[config.mk]
export PLATFORM = sky130hd
export DESIGN_NAME = if_id_stage
export DESIGN_NICKNAME = d
export VERILOG_FILES = /design/src/rtl/if_id_stage_pkg.sv /design/src/rtl/if_id_stage_imm_class_decode.sv /design/src/rtl/if_id_stage.sv
export SDC_FILE = /design/constraint.sdc
export NUM_CORES = 1
export LEC_CHECK = 0
export CELL_PAD_IN_SITES_DETAIL_PLACEMENT = 1
export CELL_PAD_IN_SITES_GLOBAL_PLACEMENT = 1
export CORE_MARGIN = 2
export CORE_UTILIZATION = 42
export CTS_CLUSTER_DIAMETER = 50
export DETAILED_ROUTE_END_ITERATION = 7
export PLACE_DENSITY_LB_ADDON = 0.05
export SETUP_SLACK_MARGIN = 0.3
export SLEW_MARGIN = 10
export SYNTH_ARGS = -nofsm -noshare
export SYNTH_HDL_FRONTEND = slang
export SYNTH_HIERARCHICAL = 1
export SYNTH_SLANG_ARGS = --single-unit
[constraint.sdc]
create_clock -name CLK -period 5.53 [get_ports CLK]
set_clock_uncertainty 0.1 [all_clocks]
set_input_delay 0.8295 -clock CLK [delete_from_list [all_inputs] [get_ports CLK]]
set_output_delay 0.8295 -clock CLK [all_outputs]
set_load 0.02 [all_outputs]
[src/rtl/if_id_stage_pkg.sv]
// if_id_stage_pkg: shared encodings for the fetch stage and its immediate-class decoder.
package if_id_stage_pkg;
   typedef enum logic [2:0] {
      SE_I    = 3'b000,
      SE_D    = 3'b001,
      SE_B    = 3'b010,
      SE_CB   = 3'b011,
      SE_MOVZ = 3'b100
   } se_t;

   typedef enum logic [1:0] {S_INIT, S_FETCH, S_DISCARD} state_t;

   localparam logic [5:0]  OP_B    = 6'b000101;
   localparam logic [5:0]  OP_BL   = 6'b100101;
   localparam logic [7:0]  OP_CBZ  = 8'b10110100;
   localparam logic [7:0]  OP_CBNZ = 8'b10110101;
   localparam logic [10:0] OP_LDUR = 11'b11111000010;
   localparam logic [10:0] OP_STUR = 11'b11111000000;
   localparam logic [8:0]  OP_MOVZ = 9'b110100101;
endpackage

[src/rtl/if_id_stage_imm_class_decode.sv]
// imm_class_decode: maps an instruction's opcode field (instr[31:21]) to its immediate class.
module imm_class_decode
   import if_id_stage_pkg::*;
(
   input  logic [10:0] op,
   output se_t         cls
);
   always_comb
      cls = (op[10:5] == OP_B || op[10:5] == OP_BL)       ? SE_B    :
            (op[10:3] == OP_CBZ || op[10:3] == OP_CBNZ)   ? SE_CB   :
            (op == OP_LDUR || op == OP_STUR)              ? SE_D    :
            (op[10:2] == OP_MOVZ)                         ? SE_MOVZ : SE_I;
endmodule

[src/rtl/if_id_stage.sv]
// if_id_stage: PC owner, req/ack instruction fetch and 2-entry IF/ID queue (output + skid)
// with back-pressure and branch redirect/flush.
module if_id_stage
   import if_id_stage_pkg::*;
#(
   parameter int ADDR_WIDTH = 64,
   parameter int PC_STEP    = 4
)(
   input  logic                  CLK,
   input  logic                  Reset_L,
   input  logic [ADDR_WIDTH-1:0] StartPC,
   output logic                  IMemReq,
   output logic [ADDR_WIDTH-1:0] IMemAddr,
   input  logic                  IMemAck,
   input  logic [31:0]           IMemData,
   input  logic                  BranchTaken,
   input  logic [ADDR_WIDTH-1:0] BranchTarget,
   input  logic                  IdReady,
   output logic                  IdValid,
   output logic [31:0]           IdInstr,
   output logic [ADDR_WIDTH-1:0] IdPC,
   output logic [25:0]           Imm26,
   output logic [2:0]            SignExtCtrl
);
   state_t                state, state_nx;
   logic [ADDR_WIDTH-1:0] pc, req_addr, skid_pc;
   logic [31:0]           skid_instr;
   logic                  pending, skid_valid, acc;
   se_t                   in_cls, skid_cls, out_cls;

   imm_class_decode u_dec (.op(IMemData[31:21]), .cls(in_cls));

   // An outstanding request keeps its original address even after PC is redirected.
   assign IMemAddr    = pending ? req_addr : pc;
   assign IMemReq     = (state == S_DISCARD) || (state == S_FETCH && (pending || !skid_valid));
   assign acc         = state == S_FETCH && IMemReq && IMemAck && !BranchTaken;
   assign Imm26       = IdInstr[25:0];
   assign SignExtCtrl = out_cls;

   always_ff @(posedge CLK or negedge Reset_L)
      if (!Reset_L) state <= S_INIT;
      else state <= state_nx;

   always_comb
      state_nx = (state == S_INIT)    ? S_FETCH :
                 (state == S_DISCARD) ? (IMemAck ? S_FETCH : S_DISCARD) :
                 (BranchTaken && IMemReq && !IMemAck) ? S_DISCARD : S_FETCH;

   always_ff @(posedge CLK or negedge Reset_L)
      if (!Reset_L) begin
         pc         <= '0;
         req_addr   <= '0;
         pending    <= 1'b0;
         IdValid    <= 1'b0;
         IdInstr    <= '0;
         IdPC       <= '0;
         out_cls    <= SE_I;
         skid_valid <= 1'b0;
         skid_instr <= '0;
         skid_pc    <= '0;
         skid_cls   <= SE_I;
      end else begin
         pending  <= IMemReq && !IMemAck;
         req_addr <= IMemAddr;
         if (state == S_INIT) pc <= StartPC;
         else if (BranchTaken) pc <= BranchTarget;
         else if (acc) pc <= IMemAddr + ADDR_WIDTH'(PC_STEP);
         if (BranchTaken) begin
            IdValid    <= 1'b0;
            skid_valid <= 1'b0;
         end else if (IdValid && IdReady && skid_valid) begin
            IdInstr    <= skid_instr;
            IdPC       <= skid_pc;
            out_cls    <= skid_cls;
            skid_valid <= acc;
            if (acc) begin
               skid_instr <= IMemData;
               skid_pc    <= IMemAddr;
               skid_cls   <= in_cls;
            end
         end else if (acc && (!IdValid || IdReady)) begin
            IdValid <= 1'b1;
            IdInstr <= IMemData;
            IdPC    <= IMemAddr;
            out_cls <= in_cls;
         end else if (acc) begin
            skid_valid <= 1'b1;
            skid_instr <= IMemData;
            skid_pc    <= IMemAddr;
            skid_cls   <= in_cls;
         end else if (IdReady) IdValid <= 1'b0;
      end
endmodule

==> results of run 1 <==
[worst register-to-register path: stages (launching register included)]
cell and delay (ns):
dfrtp_4 0.65, buf_4 0.76, nand3_1 0.39, a222oi_1 0.78, nand3_1 0.31, nor4_4 0.49, and4_2 0.30, o31ai_1 0.07
[registers in the layout, summed over array words and instances, names as in the netlist]
signal	cells
IdInstr	32
SignExtCtrl	3
skid_pc	64
skid_valid	1
IdPC	64
state	2
req_addr	64
skid_instr	32
pc	64
IdValid	1
skid_cls	3
pending	1
[path summary, 6_finish.rpt]
check	slack (ns)	to
max in group asynchronous	3.76	IdInstr[12]$_DFFE_PN0P_
worst min-delay path	0.11	IdInstr[2]$_DFFE_PN0P_
worst max-delay path	0.96	IMemAddr[53]
worst min register to register	0.38	IdPC[55]$_DFFE_PN0P_
min in group CLK	0.38	IdPC[55]$_DFFE_PN0P_
worst max register to register	1.52	pc[49]$_DFFE_PN0P_
[routing by layer]
layer	up-vias	track usage [%]	wire (µm)	part of all wire (%)
met2	372	44.0	27100	47
li1	6627	-	-	-
met3	88	5.34	2950	5.1
met5	-	0	13	0.023
met4	2	9.91	1640	2.9
met1	7329	38.1	25700	45
[metrics by stage]
stage | hold WS, ns | cell area [µm²]
floorplan | 0.380 | 16500
global placement | 0.362 | 20200
detailed placement | 0.369 | 20200
CTS | 0.162 | 21600
global route | 0.165 | 21700
finish | 0.111 | 21700
[cell usage after synthesis (5+ instances only)]
| cell | n | area (µm²) |
|---|---|---|
| and3_1 | 48 | 300 |
| buf_1 | 12 | 45.0 |
| nand4b_1 | 8 | 70.1 |
| mux2i_1 | 95 | 951 |
| xnor2_1 | 45 | 394 |
| buf_6 | 5 | 56.3 |
| a22oi_1 | 9 | 67.6 |
| clkbuf_1 | 85 | 319 |
| a211oi_1 | 8 | 60.1 |
| nor2_1 | 93 | 349 |
| nand3b_1 | 14 | 105 |
| nor2b_1 | 5 | 31.3 |
| nand4_1 | 24 | 150 |
| mux2_2 | 39 | 439 |
| nor3_1 | 15 | 75.1 |
| nand3_1 | 40 | 200 |
| inv_1 | 71 | 267 |
| o211ai_1 | 14 | 105 |
| o221ai_1 | 36 | 315 |
| dfrtp_1 | 331 | 8280 |
| a21oi_1 | 139 | 696 |
| buf_4 | 27 | 203 |
| nand2b_1 | 5 | 31.3 |
| o21ai_0 | 200 | 1000 |
| nand2_1 | 273 | 1020 |
| nor4_1 | 9 | 56.3 |
| buf_2 | 9 | 45.0 |
| o31ai_1 | 8 | 60.1 |
[report_power, final]
group,switching [mW],internal [mW],total [mW]
clock,1.09,1.82,2.91
combinational,2.14,1.62,3.77
sequential,0.611,3.29,3.90
total,3.84,6.73,10.6
[logic make-up (layout without fill, tap and decap cells)]
logic type | after synthesis | after routing | share of synthesized area [%]
AOI/OAI and AO/OA | 445 | 445 | 15.9
xor gates and xnor gates | 45 | 45 | 2.39
adders and majority gates | 1 | 1 | 0.0758
buffers and inverters | 212 | 514 | 6.00
DFF | 331 | 331 | 50.2
muxes | 134 | 134 | 8.43
other | 0 | 8 | 0
and+or+nand+nor | 565 | 565 | 17.0
[layout make-up]
type / instances / area share (%)
diodes: 8 / 0.0924
flip-flops and latches: 331 / 38.3
repair buffers: 371 / 17.1
multi-input cells: 1190 / 33.5
clock inverters: 18 / 1.36
well taps: 518 / 2.99
inverters: 71 / 1.23
clock buffers: 54 / 5.39
==> qor.csv, run 1 <==
stage,metric,value,unit
global_routing,pin count of the biggest net entering global routing,135,
layout,multi-input logic area,7260,µm²
drt,routed vias/inst,5.63,
floorplan,Starting Density,42.6,%
timing,Final Max Slew Viols,0,
place,Final HPWL DP,38900,µm
timing,fin crit share,82.7,%
pwr,pwr dens,488,nW/µm²
layout,nets,2173,
timing,Final TNS setup,0,ns
layout,Util after Layout,55.9,%
floorplan,row cnt,72,
worst_setup_path,Crit path depth,4,
pwr,VDD IR-drop max,0.000264,V
floorplan,CORE AREA,38700,µm²
clocking,clock slew at reported path FFs,0.05,ns
layout,Syn-to-layout area delta,31.3,%
timing,final setup margin,0.957,ns
synth,YS warnings,6,
global_routing,first-pass GRT wire length,88800,µm
drt,TritonRoute pass-1 iters,7,
flow_run,Max Cap Viol,0,
global_routing,initial antenna violation count,10,
synth,ys async rst share,100,%
place,placed insts,2481,
drt,Residual DRC,0,
worst_setup_path,Crit path max-delay family,buffers and inverters,
clocking,Hold Buf Count CTS,0,
drt,DRT Wirelength,57400,µm
synth,post-synthesis sequential area ratio,50.2,%
synth,Post-synth EDFFs,0,
clocking,clk sink count,331,
pwr,Lkg Pwr,9.63,nW
run_status,status,completed,
timing,Max-slew headroom,24.5,%
place,Placer Congestion,0.813,
worst_setup_path,critical setup path kind,flip-flop to primary output,
synth,Yosys cell types,69,
synth,Post-Synthesis Mean Instance Area,9.52,µm²
drt,DRT iter0 DRCs,788,
worst_setup_path,"Data required, critical path",4.60,ns
worst_setup_path,CP startpoint kind,flip-flop,
drt,Via Count,14418,
timing,Tmin final,4.57,ns
clocking,CTS tree,yes,
layout,most frequent cells in the layout,"clkdlybuf4s50_1, dfrtp_1, nand2_1, o21ai_0, a21oi_1",
worst_setup_path,CP endpoint kind,primary output,
layout,share of layout cells above drive strength 1,7.62,%
clocking,cts bufs inserted,42,
synth,Seq cells post-synth,331,
timing,worst slew pin tran,1.13,ns
clocking,worst-skew pair later-pin latency,0.57,ns
layout,"commonest non-fill, non-tap cell in the layout",clkdlybuf4s50_1,
clocking,Longest Clk Path Bufs,3,
synth,Syn Inst Count,1733,
place,IO buf count,355,
global_routing,Overflow after GRT,0,
timing,RSZ-0062 raised after global routing,no,
synth,Main synth FF type,dfrtp_1,
global_routing,vias in the first global route,15132,
worst_hold_path,worst hold path type,input pin to async pin,
layout,Layout fillers,4269,
floorplan,Die ar.,40900,µm²
timing,final setup fails,0,
clocking,post-CTS setup buffer count,0,
place,dpl ws,1.54,ns
worst_setup_path,critical path startpoint,pending$_DFF_PN0_,
floorplan,die extent in x,202,µm
synth,Syn Nets,1899,
drt,routed len/inst,22.4,µm
layout,sequential cell area,8290,µm²
worst_setup_path,CP Buf/Inv Count,3,
drt,post-route ant nets,0,
worst_setup_path,worst r2r src,pending$_DFF_PN0_,
worst_setup_path,Worst R2R Path Depth,7,
worst_setup_path,worst-path maximum fanout,70,
layout,fin cells,2561,
global_routing,GRT Total Usage,27.8,%
worst_setup_path,"slowest stage delay, CP",0.81,ns
clocking,PostCTS Resize Cnt,0,
synth,Synth Cell Area,16500,µm²
worst_setup_path,WP data arrival,3.64,ns
worst_setup_path,crit-path cells,buf_4 -> mux2i_1 -> inv_1 -> clkdlybuf4s50_1,
timing,Hold Fails Final Rpt,0,
clocking,H-Tree Depth,2,
floorplan,IO Pins,356,
pwr,Total Power,10.6,mW
clocking,Root Buffer,clkbuf_16,
timing,Fmax,219,MHz
floorplan,die height,202,µm
worst_setup_path,Crit-path slowest cell,mux2i_1,
Note: power is estimated with default switching activity, not from simulation.
==> run 2, diff against run 1 <==
--- a/config.mk
+++ b/config.mk
@@ -8,7 +8,7 @@
 export CELL_PAD_IN_SITES_DETAIL_PLACEMENT = 1
 export CELL_PAD_IN_SITES_GLOBAL_PLACEMENT = 1
 export CORE_MARGIN = 2
-export CORE_UTILIZATION = 42
+export CORE_UTILIZATION = 39
 export CTS_CLUSTER_DIAMETER = 50
 export DETAILED_ROUTE_END_ITERATION = 7
 export PLACE_DENSITY_LB_ADDON = 0.05
==> constraint.sdc (replaced) <==
create_clock -name CLK -period 4.7 [get_ports CLK]
set_clock_uncertainty 0.1 [all_clocks]
set_input_delay 0.705 -clock CLK [delete_from_list [all_inputs] [get_ports CLK]]
set_output_delay 0.705 -clock CLK [all_outputs]
set_load 0.02 [all_outputs]
==> qor.csv, run 2 (synthesis results as in run 1) <==
stage,metric,value,unit,change
clocking,H-Tree Depth,2,,unchanged
layout,most frequent cells in the layout,"clkdlybuf4s50_1, dfrtp_1, nand2_1, o21ai_0, a21oi_1",,
global_routing,GRT Total Usage,25.9,%,-1.8 points
layout,Layout fillers,4676,,+9.5%
layout,sequential cell area,8290,µm²,unchanged
place,area post-placement,20300,µm²,+0.39%
timing,final setup fails,0,,unchanged
worst_setup_path,CP startpoint kind,flip-flop,,
pwr,Lkg Pwr,9.73,nW,+1.1%
floorplan,Starting Density,39.4,%,-3.2 points
floorplan,IO Pins,356,,unchanged
drt,Residual DRC,0,,unchanged
place,IO buf count,355,,unchanged
drt,DRT iter0 DRCs,814,,+3.3%
timing,Fmax,258,MHz,
clocking,Longest Clk Path Bufs,3,,unchanged
global_routing,vias in the first global route,15026,,-0.70%
drt,TritonRoute pass-1 iters,7,,unchanged
timing,Max-slew headroom,36.0,%,+11 points
global_routing,initial antenna violation count,6,,-4
drt,post-route ant nets,0,,unchanged
global_routing,Overflow after GRT,0,,unchanged
layout,fin cells,2592,,+1.2%
layout,share of layout cells above drive strength 1,8.25,%,+0.64 points
timing,Hold Worst Slack,0.374,ns,+0.263 ns
clocking,cts bufs inserted,45,,+7.1%
timing,Final TNS setup,0,ns,unchanged
global_routing,pin count of the biggest net entering global routing,199,,+47%
worst_setup_path,worst-path maximum fanout,72,,+2.9%
floorplan,die height,210,µm,+3.7%
pwr,VDD IR-drop max,0.000309,V,+17%
clocking,CTS tree,yes,,
layout,"commonest non-fill, non-tap cell in the layout",clkdlybuf4s50_1,,
drt,DRT Wirelength,56700,µm,-1.1%
timing,Final Max Slew Viols,0,,unchanged
floorplan,CORE AREA,41900,µm²,+8.0%
layout,multi-input logic area,7260,µm²,unchanged
layout,nets,2179,,+0.28%
worst_setup_path,WP data arrival,3.07,ns,-0.57 ns
flow_run,Max Cap Viol,0,,unchanged
place,Final HPWL DP,38500,µm,-1.1%
worst_setup_path,CP endpoint kind,primary output,,
drt,Via Count,14209,,-1.4%
clocking,clock slew at reported path FFs,0.05,ns,about the same
floorplan,die extent in x,210,µm,+3.7%
timing,Hold Fails Final Rpt,0,,unchanged
worst_setup_path,critical setup path kind,flip-flop to primary output,,
clocking,clk sink count,331,,unchanged
place,placed insts,2504,,+0.93%
place,Placer Congestion,0.804,,-1.1%
worst_setup_path,"Data required, critical path",3.89,ns,-0.71 ns
worst_hold_path,worst hold path type,flip-flop to flip-flop,,
timing,Tmin final,3.88,ns,
timing,RSZ-0062 raised after global routing,no,,
drt,routed vias/inst,5.48,,-2.6%
run_status,status,completed,,
layout,final instance area,21900,µm²,+1.0%
layout,Util after Layout,52.3,%,-3.6 points
worst_setup_path,"reg-to-reg slack, setup",1.20,ns,-0.32 ns
floorplan,row cnt,75,,+4.2%
pwr,pwr dens,578,nW/µm²,+18%
clocking,worst-skew pair later-pin latency,0.57,ns,about the same
timing,worst slew pin tran,0.959,ns,-0.170 ns
drt,routed len/inst,21.9,µm,-2.3%
layout,Syn-to-layout area delta,32.6,%,
global_routing,first-pass GRT wire length,88800,µm,about the same
clocking,Root Buffer,clkbuf_16,,
timing,fin crit share,82.5,%,
floorplan,Die ar.,44000,µm²,+7.5%
run 2: final cells by class:
| cell class | instances | area share [%] |
|---|---|---|
| inverter | 71 | 1.22 |
| timing repair buffer | 374 | 17.3 |
| tap | 539 | 3.08 |
| clock buffer | 59 | 5.95 |
| antenna | 5 | 0.0572 |
| multi-input combinational | 1190 | 33.2 |
| sequential | 331 | 37.9 |
| clock inverter | 23 | 1.37 |
run 2: worst paths after layout:
check,from,to,cells after the start
max,pending$_DFF_PN0_,IMemAddr[39],4
max reg2reg,pending$_DFF_PN0_,pc[48]$_DFFE_PN0P_,9
min,IdPC[41]$_DFFE_PN0P_,IdPC[41]$_DFFE_PN0P_,2
max in group asynchronous,Reset_L,IdPC[30]$_DFFE_PN0P_,3
min reg2reg,IdPC[41]$_DFFE_PN0P_,IdPC[41]$_DFFE_PN0P_,2
min in group asynchronous,Reset_L,IdInstr[2]$_DFFE_PN0P_,2
run 2: per-stage QoR:
step / setup slack, ns / power, mW
after floorplan: 0.921 / 6.96
after global placement: 1.27 / 8.87
after detailed placement: 1.20 / 9.03
after CTS: 0.855 / 12.8
after global routing: 0.729 / 13.4
final: 0.821 / 12.6
run 2: worst max-delay path: stages (launching register included):
cell and delay (ns):
dfrtp_4 0.55, buf_12 0.34, mux2i_1 0.67, inv_1 0.23, clkdlybuf4s50_1 0.60
run 2: per-layer routing:
| layer | global-route usage (%) | share of wire [%] |
|---|---|---|
| met1 | 36.3 | 47 |
| met2 | 41.3 | 47 |
| met3 | 3.85 | 4.3 |
| met4 | 8.85 | 2.5 |
| met5 | 0 | 0.023 |
run 2: where the power goes:
part           internal, mW  total [mW]  switching, mW  leakage [nW]
Sequential             3.87        4.56          0.690          4.07
Clock                  2.29        3.65           1.36         0.782
Combinational          1.92        4.43           2.51          4.89
Total                  8.08        12.6           4.57          9.73
run 2: what timing repair did:
| item | in CTS | in global routing |
|---|---|---|
| hold buffers | 1 | 0 |
| buffers inserted | 0 | 0 |
| endpoints found under the hold margin | 57 | 0 |
| resized for setup | 0 | 0 |
